$ cat src/rtl/uart_frame_pkg.sv
// Shared framing constants for MNIST result UART senders.
// Contents: header bytes, frame geometry, FSM state encoding, result snapshot type.
package uart_frame_pkg;

  localparam logic [7:0]  FRAME_HDR0  = 8'hAA;
  localparam logic [7:0]  FRAME_HDR1  = 8'h55;
  localparam int unsigned NUM_CLASSES = 10;
  localparam int unsigned SCORE_W     = 16;
  // header0, header1, class, two bytes per score, checksum
  localparam int unsigned FRAME_LEN   = 3 + 2 * NUM_CLASSES + 1;
  localparam int unsigned IDX_W       = $clog2(FRAME_LEN);

  localparam logic [1:0] ST_IDLE = 2'd0;
  localparam logic [1:0] ST_LOAD = 2'd1;
  localparam logic [1:0] ST_GAP  = 2'd2;

  typedef logic [IDX_W-1:0] byte_idx_t;

  // Classifier result captured at accept time.
  typedef struct packed {
    logic [3:0]                       cls;
    logic [NUM_CLASSES*SCORE_W-1:0]   scores;
  } result_t;

  // True for the bytes covered by the checksum (class byte and all score bytes).
  function automatic logic in_chk_span(input byte_idx_t idx);
    return (idx >= IDX_W'(2)) && (idx <= IDX_W'(FRAME_LEN - 2));
  endfunction

endpackage

$ cat src/rtl/uart_byte_pacer.sv
// Fixed-budget byte pacer for UART transmitters without a busy output.
// Ports: sys_clk, sys_rst_n (async active-low), start (1-cycle pulse),
//        done_c (combinational 1-cycle pulse, BYTE_CYCLES-1 cycles after start).
module uart_byte_pacer #(
  parameter int unsigned BYTE_CYCLES = 4774
) (
  input  logic sys_clk,
  input  logic sys_rst_n,
  input  logic start,
  output logic done_c
);

  localparam int unsigned    CNT_W = (BYTE_CYCLES > 2) ? $clog2(BYTE_CYCLES) : 1;
  localparam logic [CNT_W-1:0] LAST = CNT_W'(BYTE_CYCLES - 1);

  logic             active;
  logic [CNT_W-1:0] cnt;

  // cnt sits at 0 during the start cycle, so done lands BYTE_CYCLES-1 cycles later.
  assign done_c = active && (cnt == LAST);

  // Gap counter; cleared when the budget expires so it reads 0 at the next start.
  always_ff @(posedge sys_clk or negedge sys_rst_n) begin
    if (!sys_rst_n) begin
      active <= 1'b0;
      cnt    <= '0;
    end else if (start) begin
      active <= 1'b1;
      cnt    <= CNT_W'(1);
    end else if (done_c) begin
      active <= 1'b0;
      cnt    <= '0;
    end else if (active) begin
      cnt    <= cnt + CNT_W'(1);
    end
  end

endmodule

$ cat src/rtl/uart_result_sender.sv
// Frames one MNIST result (class + 10 scores) into a 24-byte UART packet
// and hands it to uart_tx one byte per BYTE_CYCLES.
// Ports: sys_clk, sys_rst_n (async active-low); res_valid/res_ready handshake with
//        res_class and flattened res_scores; po_data/po_flag to uart_tx; busy.
module uart_result_sender
  import uart_frame_pkg::*;
#(
  parameter int unsigned UART_BPS    = 115200,
  parameter int unsigned CLK_FREQ    = 50_000_000,
  parameter int unsigned BYTE_CYCLES = (CLK_FREQ / UART_BPS) * 11
) (
  input  logic                           sys_clk,
  input  logic                           sys_rst_n,
  input  logic                           res_valid,
  output logic                           res_ready,
  input  logic [3:0]                     res_class,
  input  logic [NUM_CLASSES*SCORE_W-1:0] res_scores,
  output logic [7:0]                     po_data,
  output logic                           po_flag,
  output logic                           busy
);

  localparam byte_idx_t LAST_IDX = IDX_W'(FRAME_LEN - 1);

  logic [1:0]          state, state_nxt;
  byte_idx_t           idx, idx_nxt, off;
  result_t             snap;
  logic [7:0]          chk, byte_c;
  logic [SCORE_W-1:0]  score_c;
  logic                accept_c, load_c, pace_start_c, pace_done_c;

  assign accept_c     = res_valid & res_ready;
  assign pace_start_c = (state == ST_LOAD);

  uart_byte_pacer #(.BYTE_CYCLES(BYTE_CYCLES)) u_pacer (
    .sys_clk   (sys_clk),
    .sys_rst_n (sys_rst_n),
    .start     (pace_start_c),
    .done_c    (pace_done_c)
  );

  // State register.
  always_ff @(posedge sys_clk or negedge sys_rst_n) begin
    if (!sys_rst_n) state <= ST_IDLE;
    else            state <= state_nxt;
  end

  // Next state and byte index; load_c marks the edge that enters LOAD.
  always_comb begin
    state_nxt = state;
    idx_nxt   = idx;
    case (state)
      ST_IDLE: if (accept_c) begin
        state_nxt = ST_LOAD;
        idx_nxt   = '0;
      end
      ST_LOAD: state_nxt = ST_GAP;
      ST_GAP: if (pace_done_c) begin
        if (idx == LAST_IDX) begin
          state_nxt = ST_IDLE;
        end else begin
          state_nxt = ST_LOAD;
          idx_nxt   = idx + IDX_W'(1);
        end
      end
      default: state_nxt = ST_IDLE;
    endcase
    load_c = (state_nxt == ST_LOAD);
  end

  // Byte mux for the index about to be loaded. Header bytes need no snapshot,
  // so selecting on the accept edge is safe.
  always_comb begin
    off     = idx_nxt - IDX_W'(3);
    score_c = '0;
    for (int k = 0; k < NUM_CLASSES; k++) begin
      if (off[IDX_W-1:1] == (IDX_W-1)'(k)) score_c = snap.scores[k*SCORE_W +: SCORE_W];
    end
    if (idx_nxt == IDX_W'(0))      byte_c = FRAME_HDR0;
    else if (idx_nxt == IDX_W'(1)) byte_c = FRAME_HDR1;
    else if (idx_nxt == IDX_W'(2)) byte_c = {4'h0, snap.cls};
    else if (idx_nxt == LAST_IDX)  byte_c = chk;
    else if (off[0])               byte_c = score_c[7:0];
    else                           byte_c = score_c[SCORE_W-1 -: 8];
  end

  // Registered outputs, snapshot and running checksum.
  always_ff @(posedge sys_clk or negedge sys_rst_n) begin
    if (!sys_rst_n) begin
      idx       <= '0;
      snap      <= '0;
      chk       <= 8'h00;
      po_data   <= 8'h00;
      po_flag   <= 1'b0;
      busy      <= 1'b0;
      res_ready <= 1'b1;
    end else begin
      idx       <= idx_nxt;
      po_flag   <= load_c;
      busy      <= (state_nxt != ST_IDLE);
      res_ready <= (state_nxt == ST_IDLE);
      if (accept_c) begin
        snap.cls    <= res_class;
        snap.scores <= res_scores;
        chk         <= 8'h00;
      end
      if (load_c) begin
        po_data <= byte_c;
        if (in_chk_span(idx_nxt)) chk <= chk + byte_c;
      end
    end
  end

endmodule
$ cat config.mk
export PLATFORM = sky130hd
export DESIGN_NAME = uart_result_sender
export DESIGN_NICKNAME = d
export VERILOG_FILES = /design/src/rtl/uart_frame_pkg.sv /design/src/rtl/uart_byte_pacer.sv /design/src/rtl/uart_result_sender.sv
export SDC_FILE = /design/constraint.sdc
export NUM_CORES = 1
export LEC_CHECK = 0
export ABC_AREA = 1
export CAP_MARGIN = 20
export CORE_ASPECT_RATIO = 0.7
export CORE_MARGIN = 10
export CORE_UTILIZATION = 45
export CTS_CLUSTER_DIAMETER = 100
export DETAILED_ROUTE_END_ITERATION = 10
export PLACE_DENSITY = 0.7
export SLEW_MARGIN = 20
export SYNTH_ARGS = -nofsm -noshare
export SYNTH_HDL_FRONTEND = slang
export SYNTH_SLANG_ARGS = --single-unit
$ cat constraint.sdc
create_clock -name sys_clk -period 6.6 [get_ports sys_clk]
set_input_delay 1.32 -clock sys_clk [delete_from_list [all_inputs] [get_ports sys_clk]]
set_output_delay 1.32 -clock sys_clk [all_outputs]
set_load 0.02 [all_outputs]
==> summary.md, run 1 <==
| Metric | Value |
|---|---|
| Synth top area share | between 40% and 50% |
| Initial antenna violation count | 0 |
| Final hold vios | 0 |
| Post-synthesis sequential area ratio | about half |
| Number of fill cells | 2154 |
| Hpwl dp | about 23 mm |
| Antenna Nets Post-Route | 0 |
| Design area | 0.0130 mm^2 |
| CP arrival | 6.08 ns |
| Final setup viols | 0 |
| Worst Path Max Fanout | 13 |
| Area growth, synth to finish | 26.1% |
| TNS Setup | 0 ns |
| Worst-skew pair later-pin latency | 0.51 ns |
| Die W | roughly 200 um |
| Leading area contributor after synthesis | dfrtp_1 |
| Startpoint Class | primary input |
| Post-synth EDFFs | 0 |
| Synthesized flop and latch total | a little over 200 |
| Most common cell in the synthesized netlist | nand2_1 |
| Core Rows | 46 |
| Number of vias in the routed layout | slightly above 9000 |
| Longest Clk Path Bufs | 3 |
| HP Class | reg -> reg |
| CTS Root Cell | clkbuf_16 |
| Minimum clock period | 5.65 ns |
| Via density | around 5 |
| Mapped Nets | 1552 |
| Die Span Y | around 150 um |
| Synth Area per Inst | around 7.5 um^2 |
| Crit path kind | in -> reg |
| Outcome | completed |
| Worst slew pin tran | roughly 0.9 ns |
| # port buffers | between 150 and 200 |
| Clock Skews | 0.0160 ns |
| DR WL/cell | approximately 17 um |
| Buf+Inv Stages, Crit Path | 7 |
| Post-route DRC | 0 |
| Clock sinks | around 200 |
| Post-synthesis adder-cell area fraction | 2.02% |
| RSZ-0062 raised after global routing | false |
| Placed cell count | approximately 1800 |
| Commonest cells post-synth | 691 x nand2_1, 203 x dfrtp_1, 82 x inv_1 |
| Crit-path max cell delay | roughly 0.44 ns |
| Detailed Route WL | 30.6 mm |
| Die ar. | between 0.02 and 0.03 mm^2 |
| Worst Path Required | around 7 ns |
| Post-Layout Cell Count | 1853 |
| Clock tree from TritonCTS | done |
| Final net count | about 1700 |
| CTS resizes | 0 |
| CTS buffer count | 20 |
| Total Routing Usage GR | approximately 21% |
| TritonRoute pass-1 iters | 5 |
| Post-Syn Area | roughly 0.010 mm^2 |
| Initial core utilization | a little under half |
| Final slew viol count | 0 |
| Worst VDD drop | ~140 uV |
| Simple-gate share of the synthesized area | 36.0% |
| Vias in the first global route | roughly 9100 |
| CTS clock-pin slew for the worst setup and hold paths | roughly 0.06 ns |
| Hold bufs inserted after CTS | 0 |
| Post-synthesis cell type count | 43 |
| Initial drt markers | between 800 and 900 |
| Primary FF master, synth | dfrtp_1 |
| Compound-Gate Fraction of Synth Area | roughly 5.6% |
| N_diodes | 0 |
| Highest Clock Rate | about 180 MHz |
| Top post-synthesis cells by area | dfrtp_1 49%, nand2_1 25%, inv_1 3.0% |
| Crit-path leading delay family | simple AND/OR/NAND/NOR gates |
| Relative slew slack | approximately 42% |
| # Post-CTS Setup Buffers | 0 |
| Power Dens Cells | between 150 and 200 mW/mm^2 |
| XOR/XNOR Fraction of Synth Area | less than 1% |
| Cells after Synth | about 1400 |
| Share of layout cells above drive strength 1 | 6.88% |
| Largest net degree at the start of global routing | 134 |
| Hold Worst Slack | 0.482 ns |
| Global route total overflow | 0 |
| H-tree Lvls | 1 |
| First-pass GRT wire length | between 40 and 50 mm |
| Crit-path most repeated cell | nand2_1 |
| Mux contribution to synthesized area | 0% |
| CP max stage cell | clkdlybuf4s50_1 |
| Fin crit share | roughly 86% |
| Ys async rst share | 100% |
| Ports | ~180 |
| DP Area | approximately 0.012 mm^2 |
| Synth warn | 0 |
| Static Leak | around 6.8 nW |
| GPL Wtd Cong | about 0.93 |
| Core footprint | ~0.023 mm^2 |
| Max Cap Viol | 0 |
| Total power | between 2 and 3 mW |
| Largest family of logic cells by synthesized area | simple AND/OR/NAND/NOR gates |
| CP Capture Type | flop |
[cell type report]
cell class,count,area (um^2),share of cell area [%]
clock buffers,31,602,4.64
clock inverters,4,56.3,0.434
inverters,102,387,2.98
multi-input cells,1012,4560,35.2
flip-flops and latches,204,5110,39.4
well taps,312,390,3.01
repair buffers,188,1870,14.4
[worst reg2reg max path, delay by kind of cell (launching register included)]
kind | cells | cell delay, ns
AO/OA/AOI/OAI | 4 | 0.56
buffers and inverters | 5 | 0.41
XOR/XNOR | 1 | 0.18
AND/OR/NAND/NOR | 24 | 2.68
adder cells (fa/ha/maj) | 3 | 0.94
flip-flops | 1 | 0.44
[final timing paths]
check                      slack (ns)      start              to  cells after the start
min in group asynchronous        0.92  sys_rst_n  u_pacer.cnt[8]                      1
max in group asynchronous        4.26  sys_rst_n          idx[1]                      2
min                              0.48  snap[131]       snap[131]                      2
max reg2reg                      1.30     idx[0]          chk[7]                     37
max                              0.95  res_valid          chk[7]                     35
min reg2reg                      0.48  snap[131]       snap[131]                      2
[state kept, by name, indices dropped and copies added (netlist names)]
| name | cells |
|---|---|
| snap | 164 |
| u_pacer.cnt | 13 |
| chk | 8 |
| po_data | 8 |
| idx | 5 |
| state | 2 |
| busy | 1 |
| po_flag | 1 |
| res_ready | 1 |
| u_pacer.active | 1 |
[placed cells by master, fill, tap and decap left out, types with 15 or more instances in the layout]
cell             instances
o21ai_0                 54
inv_1                   82
dfrtp_1                203
nor2_1                  64
nand2_1                690
clkbuf_16               20
a21oi_1                 43
ha_1                    15
inv_2                   17
nand3_1                 49
nand4_1                 24
clkdlybuf4s50_1        176
[kinds of logic (layout without fill, tap and decap cells)]
logic type / Yosys count / in the layout
simple gates: 879 / 879
xor+xnor: 7 / 7
flops: 204 / 204
buf+inv: 153 / 325
fa+ha+maj: 16 / 16
compound gates: 110 / 110
[layer usage]
layer  global-route usage, %  wire [um]
met1                    30.0      14800
met2                    30.4      13000
met3                    4.75       2330
met4                    3.70        489
met5                       0          0
[stage by stage]
step | utilization, % | setup WS, ns
2_1_floorplan | - | 1.29
3_3_place_gp | 54.5 | 0.567
3_5_place_dp | 54.5 | 0.538
4_1_cts | 57.4 | 1.02
5_1_grt | 57.5 | 0.433
6_report | 57.5 | 0.947
[power by group]
| group | switching [mW] | total, mW | internal [mW] |
|---|---|---|---|
| clock | 0.490 | 1.16 | 0.668 |
| sequential | 0 | 1.25 | 1.25 |
| combinational | 0.0386 | 0.124 | 0.0856 |
Power figures use the tool's default switching activity.
==> inputs of run 2 (changes only) <==
Settings changed: CELL_PAD_IN_SITES_DETAIL_PLACEMENT set to 1, CELL_PAD_IN_SITES_GLOBAL_PLACEMENT set to 2, CORE_UTILIZATION 45 to 30, PLACE_DENSITY 0.7 to unset, PLACE_DENSITY_LB_ADDON set to 0.1.
==> summary.md, run 2 (synthesis gave the netlist of run 1 again) <==
| Metric | Value |
|---|---|
| Outcome | completed |
| Crit-path max cell delay | approximately 0.45 ns |
| Max Cap Viol | 0 |
| Longest Clk Path Bufs | 3 |
| CP arrival | approximately 6.3 ns |
| Initial drt markers | about 730 |
| Worst slew pin tran | 0.863 ns |
| Detailed Route WL | about 37 mm |
| # Post-CTS Setup Buffers | 0 |
| Area growth, synth to finish | 27.7% |
| Die W | 241 um |
| Relative slew slack | a little over two fifths |
| HP Class | reg -> reg |
| Most frequent cells in the layout | 690 x nand2_1, 203 x dfrtp_1, 176 x clkdlybuf4s50_1 |
| Power Dens Cells | 195 mW/mm^2 |
| Initial core utilization | 30.6% |
| Worst VDD drop | about 140 uV |
| CP max stage cell | clkdlybuf4s50_1 |
| Core Rows | 56 |
| Regs by FF count | snap: 164 flops, u_pacer.cnt: 13 flops |
| Worst-skew pair later-pin latency | 0.53 ns |
| N_diodes | 0 |
| Initial antenna violation count | 0 |
| # port buffers | approximately 180 |
| RSZ-0062 raised after global routing | false |
| Design area | around 0.013 mm^2 |
| Share of layout cells above drive strength 1 | 6.87% |
| CTS buffer count | 23 |
| Worst Path Max Fanout | 13 |
| Clock sinks | 204 |
| Crit path kind | in -> reg |
| CTS resizes | 0 |
| CTS Root Cell | clkbuf_16 |
| TritonRoute pass-1 iters | 4 |
| CP Capture Type | flop |
| Post-route DRC | 0 |
| Global route total overflow | 0 |
| Final slew viol count | 0 |
| Hpwl dp | 27.9 mm |
| Max FFs per register | 164 |
| Minimum clock period | a little under 6 ns |
| Antenna Nets Post-Route | 0 |
| Via density | approximately 4.7 |
| Most common cell after layout, fill and taps aside | nand2_1 |
| CTS clock-pin slew for the worst setup and hold paths | 0.06 ns |
| Total Routing Usage GR | ~17% |
| TNS Setup | 0 ns |
| Buf+Inv Stages, Crit Path | 7 |
| First-pass GRT wire length | about 58 mm |
| Number of fill cells | 4109 |
| DP Area | roughly 0.012 mm^2 |
| Vias in the first global route | 9777 |
| DR WL/cell | around 19 um |
| Hold bufs inserted after CTS | 0 |
| Core footprint | between 0.03 and 0.04 mm^2 |
| Highest Clock Rate | around 170 MHz |
| Total power | approximately 2.6 mW |
| GPL Wtd Cong | just over 0.8 |
| Static Leak | 6.79 nW |
| Final hold vios | 0 |
| Worst Path Required | 7.06 ns |
| Clock Skews | approximately 0.011 ns |
| Crit-path leading delay family | simple AND/OR/NAND/NOR gates |
| Largest Register | snap |
| Fin crit share | about 88% |
| H-tree Lvls | 1 |
| Largest net degree at the start of global routing | 127 |
| Die ar. | 0.0422 mm^2 |
| Startpoint Class | primary input |
| Number of vias in the routed layout | between 9000 and 10000 |
| Die Span Y | approximately 170 um |
| Crit-path most repeated cell | nand2_1 |
| Ports | ~180 |
| Final net count | about 1700 |
| Clock tree from TritonCTS | done |
| Final setup viols | 0 |
| Util after Layout | 39.0% |
[run 2: changes by cell type in the layout (fill, tap and decap cells not counted), sizes merged]
cell      before  now
bufinv         1    0
buf           11   10
clkinv         5    6
clkinvlp       0    1
inv          100  101
[run 2: tightest hold or removal path: stages, from the launching register on]
cell,delay (ns)
dfrtp_1,0.34
nand2_1,0.05
nand2_1,0.05
[run 2: layout make-up]
class                      count  area, um^2  share of cell area (%)
multi-input combinational   1012        4560                    34.7
inverter                     102         389                    2.96
clock buffer                  31         626                    4.76
tap                          435         544                    4.15
clock inverter                 6        36.3                   0.276
timing repair buffer         187        1870                    14.2
sequential                   204        5110                    38.9
[run 2: worst paths after layout]
check | startpoint | depth (start not counted) | slack (ns) | end
setup / recovery | res_valid | 35 | 0.81 | chk[7]
hold / removal | po_data[5] | 2 | 0.47 | po_data[5]
setup reg to reg | u_pacer.cnt[1] | 37 | 1.17 | chk[7]
hold reg to reg | po_data[5] | 2 | 0.47 | po_data[5]
max in group asynchronous | sys_rst_n | 2 | 4.63 | snap[120]
min in group asynchronous | sys_rst_n | 1 | 0.81 | u_pacer.cnt[6]
[run 2: metrics by stage]
step	cells	hold WS (ns)	worst slack, ns
floorplan	1369	0.442	1.29
global placement	1940	0.464	0.403
detailed placement	1940	0.466	0.253
CTS	1977	0.481	0.797
global route	1977	0.499	0.350
finish	1977	0.474	0.807
[run 2: where the power goes]
group,total [mW],switching (mW),internal (mW)
Sequential,1.25,0,1.25
Combinational,0.127,0.0404,0.0862
Clock,1.19,0.528,0.660
Total,2.56,0.568,2.00
[run 2: layer usage]
metal | GRT usage [%] | share of wire [%] | wire, um
met1 | 26.2 | 51 | 18900
met5 | 0 | 0 | 0
met4 | 2.90 | 1.5 | 546
met2 | 26.0 | 43 | 15900
met3 | 2.72 | 3.9 | 1450
